==> src/rtl/cla16_rr_scheduler_if.sv <==
// Requester/response bus of the shared 16-bit adder scheduler.
// Master side: requesters plus the response consumer. Slave side: the scheduler.
interface cla16_rr_scheduler_if #(
    parameter int NUM_REQ = 4
);
    localparam int IDW = (NUM_REQ > 1) ? $clog2(NUM_REQ) : 1;

    logic [NUM_REQ-1:0]    req_valid;
    logic [NUM_REQ-1:0]    req_ready;
    logic [16*NUM_REQ-1:0] req_a;
    logic [16*NUM_REQ-1:0] req_b;
    logic [NUM_REQ-1:0]    req_cin;
    logic [NUM_REQ-1:0]    req_chain;

    logic                  rsp_valid;
    logic                  rsp_ready;
    logic [IDW-1:0]        rsp_id;
    logic [15:0]           rsp_sum;
    logic                  rsp_cout;
    logic                  rsp_last;

    modport master (
        output req_valid, req_a, req_b, req_cin, req_chain, rsp_ready,
        input  req_ready, rsp_valid, rsp_id, rsp_sum, rsp_cout, rsp_last
    );

    modport slave (
        input  req_valid, req_a, req_b, req_cin, req_chain, rsp_ready,
        output req_ready, rsp_valid, rsp_id, rsp_sum, rsp_cout, rsp_last
    );
endinterface

==> src/rtl/cla16_rr_scheduler.sv <==
// Round-robin scheduler sharing one 16-bit carry-lookahead adder among
// NUM_REQ requesters, with multi-word chaining (carry passed word to word)
// and a single registered response entry tagged with the requester id.
// Optional build macro CLA16_SCHED_STATS_EN adds stat_words / stat_stall
// counters as extra output ports.

// Two-level carry-lookahead adder: 4-bit groups, group carries resolved
// directly from the global carry-in so no carry ripples between groups.
module carry_lookahead_adder_16bit (
    input  logic [15:0] i_a,
    input  logic [15:0] i_b,
    input  logic        i_cin,
    output logic [15:0] o_sum,
    output logic        o_cout
);
    logic [15:0] w_g;
    logic [15:0] w_p;
    logic [3:0]  w_gg;
    logic [3:0]  w_gp;
    logic [4:0]  w_gc;

    assign w_g = i_a & i_b;
    assign w_p = i_a ^ i_b;

    generate
        for (genvar gi = 0; gi < 4; gi++) begin : g_grp
            logic [3:0] w_gl;
            logic [3:0] w_pl;
            logic       w_c1;
            logic       w_c2;
            logic       w_c3;

            assign w_gl = w_g[4*gi +: 4];
            assign w_pl = w_p[4*gi +: 4];
            assign w_c1 = w_gl[0] | (w_pl[0] & w_gc[gi]);
            assign w_c2 = w_gl[1] | (w_pl[1] & w_gl[0]) | (w_pl[1] & w_pl[0] & w_gc[gi]);
            assign w_c3 = w_gl[2] | (w_pl[2] & w_gl[1]) | (w_pl[2] & w_pl[1] & w_gl[0])
                        | (w_pl[2] & w_pl[1] & w_pl[0] & w_gc[gi]);
            assign w_gg[gi] = w_gl[3] | (w_pl[3] & w_gl[2]) | (w_pl[3] & w_pl[2] & w_gl[1])
                            | (w_pl[3] & w_pl[2] & w_pl[1] & w_gl[0]);
            assign w_gp[gi] = &w_pl;
            assign o_sum[4*gi +: 4] = w_pl ^ {w_c3, w_c2, w_c1, w_gc[gi]};
        end
    endgenerate

    assign w_gc[0] = i_cin;
    assign w_gc[1] = w_gg[0] | (w_gp[0] & i_cin);
    assign w_gc[2] = w_gg[1] | (w_gp[1] & w_gg[0]) | (w_gp[1] & w_gp[0] & i_cin);
    assign w_gc[3] = w_gg[2] | (w_gp[2] & w_gg[1]) | (w_gp[2] & w_gp[1] & w_gg[0])
                   | (w_gp[2] & w_gp[1] & w_gp[0] & i_cin);
    assign w_gc[4] = w_gg[3] | (w_gp[3] & w_gg[2]) | (w_gp[3] & w_gp[2] & w_gg[1])
                   | (w_gp[3] & w_gp[2] & w_gp[1] & w_gg[0])
                   | (w_gp[3] & w_gp[2] & w_gp[1] & w_gp[0] & i_cin);
    assign o_cout  = w_gc[4];
endmodule

module cla16_rr_scheduler #(
    parameter int NUM_REQ = 4
) (
    input  logic                   clk,
    input  logic                   rst,
    cla16_rr_scheduler_if.slave    bus
`ifdef CLA16_SCHED_STATS_EN
    ,
    output logic [31:0]            stat_words,
    output logic [31:0]            stat_stall
`endif
);
    localparam int IDW = (NUM_REQ > 1) ? $clog2(NUM_REQ) : 1;

    typedef enum logic {
        S_IDLE   = 1'b0,
        S_LOCKED = 1'b1
    } state_t;

    state_t         r_state;
    state_t         w_state_next;
    logic [IDW-1:0] r_owner;
    logic [IDW-1:0] w_owner_next;
    logic [IDW-1:0] r_ptr;
    logic [IDW-1:0] w_ptr_next;
    logic           r_carry;

    logic           r_rsp_valid;
    logic [IDW-1:0] r_rsp_id;
    logic [15:0]    r_rsp_sum;
    logic           r_rsp_cout;
    logic           r_rsp_last;

    logic [15:0]    w_a_arr [NUM_REQ];
    logic [15:0]    w_b_arr [NUM_REQ];

    logic           w_can_accept;
    logic           w_gnt_any;
    logic [IDW-1:0] w_gnt_id;
    logic           w_ready_en;
    logic           w_fire;
    logic           w_sel_cin;
    logic           w_chain;
    logic [15:0]    w_a;
    logic [15:0]    w_b;
    logic [15:0]    w_sum;
    logic           w_cout;

    // Unpack the flat operand buses into per-requester words.
    generate
        for (genvar gi = 0; gi < NUM_REQ; gi++) begin : g_unpack
            assign w_a_arr[gi] = bus.req_a[16*gi +: 16];
            assign w_b_arr[gi] = bus.req_b[16*gi +: 16];
        end
    endgenerate

    // Grant selection: locked owner only, else first valid from the pointer.
    // The loop runs from the farthest offset down so the nearest one wins.
    always_comb begin
        logic [IDW:0] v_pos;
        v_pos     = '0;
        w_gnt_any = 1'b0;
        w_gnt_id  = '0;
        if (r_state == S_LOCKED) begin
            w_gnt_id  = r_owner;
            w_gnt_any = bus.req_valid[r_owner];
        end else begin
            for (int i = NUM_REQ - 1; i >= 0; i--) begin
                v_pos = {1'b0, r_ptr} + (IDW+1)'(i);
                if (v_pos >= (IDW+1)'(NUM_REQ)) begin
                    v_pos = v_pos - (IDW+1)'(NUM_REQ);
                end
                if (bus.req_valid[v_pos[IDW-1:0]]) begin
                    w_gnt_any = 1'b1;
                    w_gnt_id  = v_pos[IDW-1:0];
                end
            end
        end
    end

    assign w_can_accept = !r_rsp_valid || bus.rsp_ready;
    // A locked owner keeps its ready even while it pauses its valid.
    assign w_ready_en   = !rst && w_can_accept && ((r_state == S_LOCKED) || w_gnt_any);
    assign w_fire       = !rst && w_can_accept && w_gnt_any;
    assign bus.req_ready = w_ready_en ? (NUM_REQ'(1) << w_gnt_id) : '0;

    assign w_a       = w_a_arr[w_gnt_id];
    assign w_b       = w_b_arr[w_gnt_id];
    assign w_chain   = bus.req_chain[w_gnt_id];
    assign w_sel_cin = (r_state == S_LOCKED) ? r_carry : bus.req_cin[w_gnt_id];

    carry_lookahead_adder_16bit u_cla (
        .i_a    (w_a),
        .i_b    (w_b),
        .i_cin  (w_sel_cin),
        .o_sum  (w_sum),
        .o_cout (w_cout)
    );

    // Next lock state, owner and pointer, updated only by a transfer.
    always_comb begin
        w_state_next = r_state;
        w_owner_next = r_owner;
        w_ptr_next   = r_ptr;
        if (w_fire) begin
            if (w_chain) begin
                w_state_next = S_LOCKED;
                w_owner_next = w_gnt_id;
            end else begin
                w_state_next = S_IDLE;
                w_ptr_next   = (w_gnt_id == IDW'(NUM_REQ - 1)) ? '0 : (w_gnt_id + IDW'(1));
            end
        end
    end

    // Arbitration state registers.
    always_ff @(posedge clk) begin
        if (rst) begin
            r_state <= S_IDLE;
            r_owner <= '0;
            r_ptr   <= '0;
        end else begin
            r_state <= w_state_next;
            r_owner <= w_owner_next;
            r_ptr   <= w_ptr_next;
        end
    end

    // Single response entry plus the carry handed to the next chained word.
    always_ff @(posedge clk) begin
        if (rst) begin
            r_rsp_valid <= 1'b0;
            r_rsp_id    <= '0;
            r_rsp_sum   <= '0;
            r_rsp_cout  <= 1'b0;
            r_rsp_last  <= 1'b0;
            r_carry     <= 1'b0;
        end else if (w_fire) begin
            r_rsp_valid <= 1'b1;
            r_rsp_id    <= w_gnt_id;
            r_rsp_sum   <= w_sum;
            r_rsp_cout  <= w_cout;
            r_rsp_last  <= !w_chain;
            r_carry     <= w_cout;
        end else if (bus.rsp_ready) begin
            r_rsp_valid <= 1'b0;
        end
    end

    assign bus.rsp_valid = r_rsp_valid;
    assign bus.rsp_id    = r_rsp_id;
    assign bus.rsp_sum   = r_rsp_sum;
    assign bus.rsp_cout  = r_rsp_cout;
    assign bus.rsp_last  = r_rsp_last;

`ifdef CLA16_SCHED_STATS_EN
    logic [31:0] r_stat_words;
    logic [31:0] r_stat_stall;

    // Transfer and stall counters; both wrap naturally at 2^32.
    always_ff @(posedge clk) begin
        if (rst) begin
            r_stat_words <= '0;
            r_stat_stall <= '0;
        end else if (w_fire) begin
            r_stat_words <= r_stat_words + 32'd1;
        end else if (|bus.req_valid) begin
            r_stat_stall <= r_stat_stall + 32'd1;
        end
    end

    assign stat_words = r_stat_words;
    assign stat_stall = r_stat_stall;
`endif
endmodule
==> src/flat_wrapper.sv <==
// flat-port wrapper written by rule: the top's interface ports become plain ports
module cla16_rr_scheduler_flat 
#(
    parameter int NUM_REQ = 4
)
  (clk, rst, bus_req_valid, bus_req_a, bus_req_b, bus_req_cin, bus_req_chain, bus_rsp_ready, bus_req_ready, bus_rsp_valid, bus_rsp_id, bus_rsp_sum, bus_rsp_cout, bus_rsp_last);
  cla16_rr_scheduler_if #(.NUM_REQ(NUM_REQ)) bus_i ();
  input  logic clk;
  input  logic rst;
  input wire logic [$bits(bus_i.req_valid)-1:0] bus_req_valid;
  input wire logic [$bits(bus_i.req_a)-1:0] bus_req_a;
  input wire logic [$bits(bus_i.req_b)-1:0] bus_req_b;
  input wire logic [$bits(bus_i.req_cin)-1:0] bus_req_cin;
  input wire logic [$bits(bus_i.req_chain)-1:0] bus_req_chain;
  input wire logic [$bits(bus_i.rsp_ready)-1:0] bus_rsp_ready;
  output wire logic [$bits(bus_i.req_ready)-1:0] bus_req_ready;
  output wire logic [$bits(bus_i.rsp_valid)-1:0] bus_rsp_valid;
  output wire logic [$bits(bus_i.rsp_id)-1:0] bus_rsp_id;
  output wire logic [$bits(bus_i.rsp_sum)-1:0] bus_rsp_sum;
  output wire logic [$bits(bus_i.rsp_cout)-1:0] bus_rsp_cout;
  output wire logic [$bits(bus_i.rsp_last)-1:0] bus_rsp_last;
  assign bus_i.req_valid = bus_req_valid;
  assign bus_i.req_a = bus_req_a;
  assign bus_i.req_b = bus_req_b;
  assign bus_i.req_cin = bus_req_cin;
  assign bus_i.req_chain = bus_req_chain;
  assign bus_i.rsp_ready = bus_rsp_ready;
  assign bus_req_ready = bus_i.req_ready;
  assign bus_rsp_valid = bus_i.rsp_valid;
  assign bus_rsp_id = bus_i.rsp_id;
  assign bus_rsp_sum = bus_i.rsp_sum;
  assign bus_rsp_cout = bus_i.rsp_cout;
  assign bus_rsp_last = bus_i.rsp_last;
  cla16_rr_scheduler #(.NUM_REQ(NUM_REQ)) u_core (.clk(clk), .rst(rst), .bus(bus_i));
endmodule
==> config.mk <==
export PLATFORM = sky130hd
export DESIGN_NAME = cla16_rr_scheduler_flat
export DESIGN_NICKNAME = d
export VERILOG_FILES = /design/src/rtl/cla16_rr_scheduler_if.sv /design/src/rtl/cla16_rr_scheduler.sv /design/src/flat_wrapper.sv
export SDC_FILE = /design/constraint.sdc
export NUM_CORES = 1
export LEC_CHECK = 0
export BUFFER_PORTS_ARGS = -buffer_cell sky130_fd_sc_hd__buf_2
export CORE_MARGIN = 5
export CORE_UTILIZATION = 30
export CTS_BUF_LIST = sky130_fd_sc_hd__clkbuf_8
export CTS_CLUSTER_SIZE = 20
export DETAILED_ROUTE_END_ITERATION = 7
export GPL_TIMING_DRIVEN = 0
export PLACE_DENSITY = 0.62
export SYNTH_ARGS = -nofsm -noshare
export SYNTH_HDL_FRONTEND = slang
export SYNTH_SLANG_ARGS = --single-unit
==> constraint.sdc <==
create_clock -name clk -period 7.25 [get_ports clk]
set_input_delay 1.45 -clock clk [delete_from_list [all_inputs] [get_ports clk]]
set_output_delay 1.45 -clock clk [all_outputs]
set_load 0.05 [all_outputs]
==> flow_metrics.env <==
export IMPL_status="completed"
export IMPL_start_kind="input port"
export IMPL_postSynth_asyncResetShare_pct=0
export IMPL_clock_path_buffers=2
export IMPL_initialDrtViolationCount=210
export IMPL_yosys_top_cells_count="144 x nand2_1, 32 x a31oi_1, 29 x and3_1"
export IMPL_coreArea_mm2=0.009684
export IMPL_final_hold_violation_count=0
export IMPL_endpoint_kind="flop"
export IMPL_cts_repair_resized=0
export IMPL_drt_wirelength_per_cell_um=16.78
export IMPL_dp_cells=747
export IMPL_rows=36
export IMPL_cts_setup_buffers=0
export IMPL_layout_min_cycle_time_ns=6.286
export IMPL_grt_pass1_vias=4021
export IMPL_hpwl_um=10460
export IMPL_fmax_ghz=0.1591
export IMPL_synthesis_area_mm2=0.002943
export IMPL_path_clk_slew_ns=0.09
export IMPL_drcViolationCount=0
export IMPL_peakVddDrop_mv=0.1335
export IMPL_grt_pass1_wl_um=20220
export IMPL_required_ns=7.46
export IMPL_synth_flop_cell="dfxtp_1"
export IMPL_ys_ff_latch=26
export IMPL_relSlewSlack_pct=52.60
export IMPL_routed_wirelength_um=12600
export IMPL_netlist_area_leader_share_pct=18.37
export IMPL_layout_drive_gt1_share_pct=30.26
export IMPL_maxSlewViolCount=0
export IMPL_hold_path_class="reg -> reg"
export IMPL_synth_nets=614
export IMPL_synth_edf_count=0
export IMPL_first_pass_iters=5
export IMPL_yosys_warnings=0
export IMPL_skew_ns=0.003107
export IMPL_port_buffers=167
export IMPL_die_area_mm2=0.01189
export IMPL_worst_r2r_path_depth=21
export IMPL_synth_cells=447
export IMPL_critPathKind="in -> reg"
export IMPL_p_per_area_mw_per_mm2=413.1
export IMPL_ys_seq_area_share_pct=17.69
export IMPL_nNetsFinal=786
export IMPL_crit_arrival_ns=6.50
export IMPL_cts_tree="done"
export IMPL_clock_sinks=26
export IMPL_num_antenna_cells=0
export IMPL_max_cap_viol_count=0
export IMPL_syn_mean_instance_area_um2=6.583
export IMPL_yosysMostFrequentCell="nand2_1"
export IMPL_numCtsBuffers=3
export IMPL_overflow=0
export IMPL_setup_viol=0
export IMPL_gp_congestion=0.8863
export IMPL_insertion_delay_ns=0.27
export IMPL_ys_types=57
export IMPL_grt_start_max_net_pins=16
export IMPL_ant_nets=0
export IMPL_boundaryPins=168
export IMPL_syn_to_final_growth_pct=36.48
export IMPL_grt_setup_unrepaired="false"
export IMPL_h_tree_depth=1
export IMPL_timing_hold_ws_ns=0.4572
export IMPL_die_w_um=109.0
export IMPL_path_max_fanout=10
export IMPL_die_height_um=109.0
export IMPL_initial_core_util_pct=30.39
export IMPL_p_leak_nw=2.080
export IMPL_clock_root_buffer="clkbuf_8"
export IMPL_cts_hold_repair_buffers=0
export IMPL_whs_path_depth=2
export IMPL_yosys_area_top_type="nand2_1"
export IMPL_via_count=3823
export IMPL_synth_area_leaders="nand2_1 18%, dfxtp_1 18%, ha_1 8.5%, a31oi_1 6.8%, and3_1 6.2%"
export IMPL_vias_per_cell=5.091
export IMPL_antenna_found_initial=0
export IMPL_tightest_slew_ns=0.7111
export IMPL_instances_no_fill=751
export IMPL_setup_tns_final_ns=0
export IMPL_gr_usage_all_layers_pct=21.43
export IMPL_finalCritPeriodShare_pct=86.70
==> cell usage in the layout, fill, tap and decap left out, drive strengths merged, types with 4 or more instances in the layout <==
master  count
nor2b       5
a21o        4
a211oi      5
ha         20
a21oi      18
nor2       26
dfxtp      26
nor3        5
nand3      13
buf       173
o31ai       4
clkbuf     27
mux2i       5
and2       10
fa          4
a31oi      32
o21ai      10
nand2     145
and3       29
inv        13
==> routing by layer <==
metal / up-vias / track usage [%] / wire length, µm
met2: 140 / 38.82 / 6214
met4: 0 / 3.066 / 173
met3: 14 / 2.724 / 825
met1: 1775 / 27.54 / 5387
li1: 1894 / - / -
met5: - / 0 / 0
==> kinds of logic after synthesis <==
| group | share of synthesized area [%] |
|---|---|
| adders and majority gates | 11.22 |
| xor gates and xnor gates | 1.488 |
| muxes | 2.466 |
| DFF | 17.69 |
| AOI/OAI and AO/OA | 21.98 |
| buffers and inverters | 6.250 |
| and+or+nand+nor | 38.90 |
==> metrics by stage <==
step	utilization (%)	setup WS, ns	instance area (µm²)	total power [W]
finish	41.47	0.9645	4016	0.001659
global placement	40.74	0.7887	3945	0.001511
global route	41.47	0.5311	4016	0.001823
CTS	41.47	0.9659	4016	0.001665
detailed placement	40.74	0.7195	3945	0.001540
floorplan	-	1.733	2943	0.001164
==> state kept, by name, indices dropped and copies added (netlist names) <==
register,flops
u_core.bus.rsp_sum,16
u_core.bus.rsp_id,2
u_core.r_owner,2
u_core.r_ptr,2
u_core.bus.rsp_last,1
u_core.bus.rsp_valid,1
u_core.r_carry,1
u_core.r_state,1
==> power by group <==
part	leakage [nW]	switching (W)	internal [W]
registers	0.214	0.0000279	0.000193
clock network	0.0357	0.0000446	0.0000738
logic	1.83	0.000852	0.000468
total	2.08	0.000924	0.000735
==> cell type report <==
type	count	area [µm²]
inverter	15	56.30
fill	1090	5668
multi-input combinational	376	2238
buffer	30	127.6
clock buffer	3	41.29
clock inverter	1	30.03
sequential	26	520.5
timing repair buffer	167	835.8
tap	133	166.4
==> final timing paths <==
check | to | slack [ns] | start
setup / recovery | u_core.bus.rsp_sum[8] | 0.96 | bus_req_valid[2]
hold / removal | u_core.bus.rsp_sum[10] | 0.46 | u_core.bus.rsp_sum[10]
setup reg to reg | u_core.bus.rsp_sum[8] | 1.80 | u_core.r_ptr[1]
hold reg to reg | u_core.bus.rsp_sum[10] | 0.46 | u_core.bus.rsp_sum[10]
==> critical path: stages <==
cell,delay [ns]
buf_2,0.14
mux2i_1,0.18
o22ai_2,0.12
or3_1,0.39
buf_6,0.15
clkinv_1,0.10
clkbuf_1,0.41
buf_1,0.46
nand2_1,0.10
a31oi_1,0.40
ha_1,0.30
and2_1,0.17
nand2_1,0.13
o21ai_0,0.20
o21ai_2,0.33
nand2_2,0.15
a311o_1,0.36
a21oi_1,0.19
fa_1,0.47
nor2_1,0.12
a21oi_1,0.05
nor2_1,0.09
(Power assumes the default switching activity.)
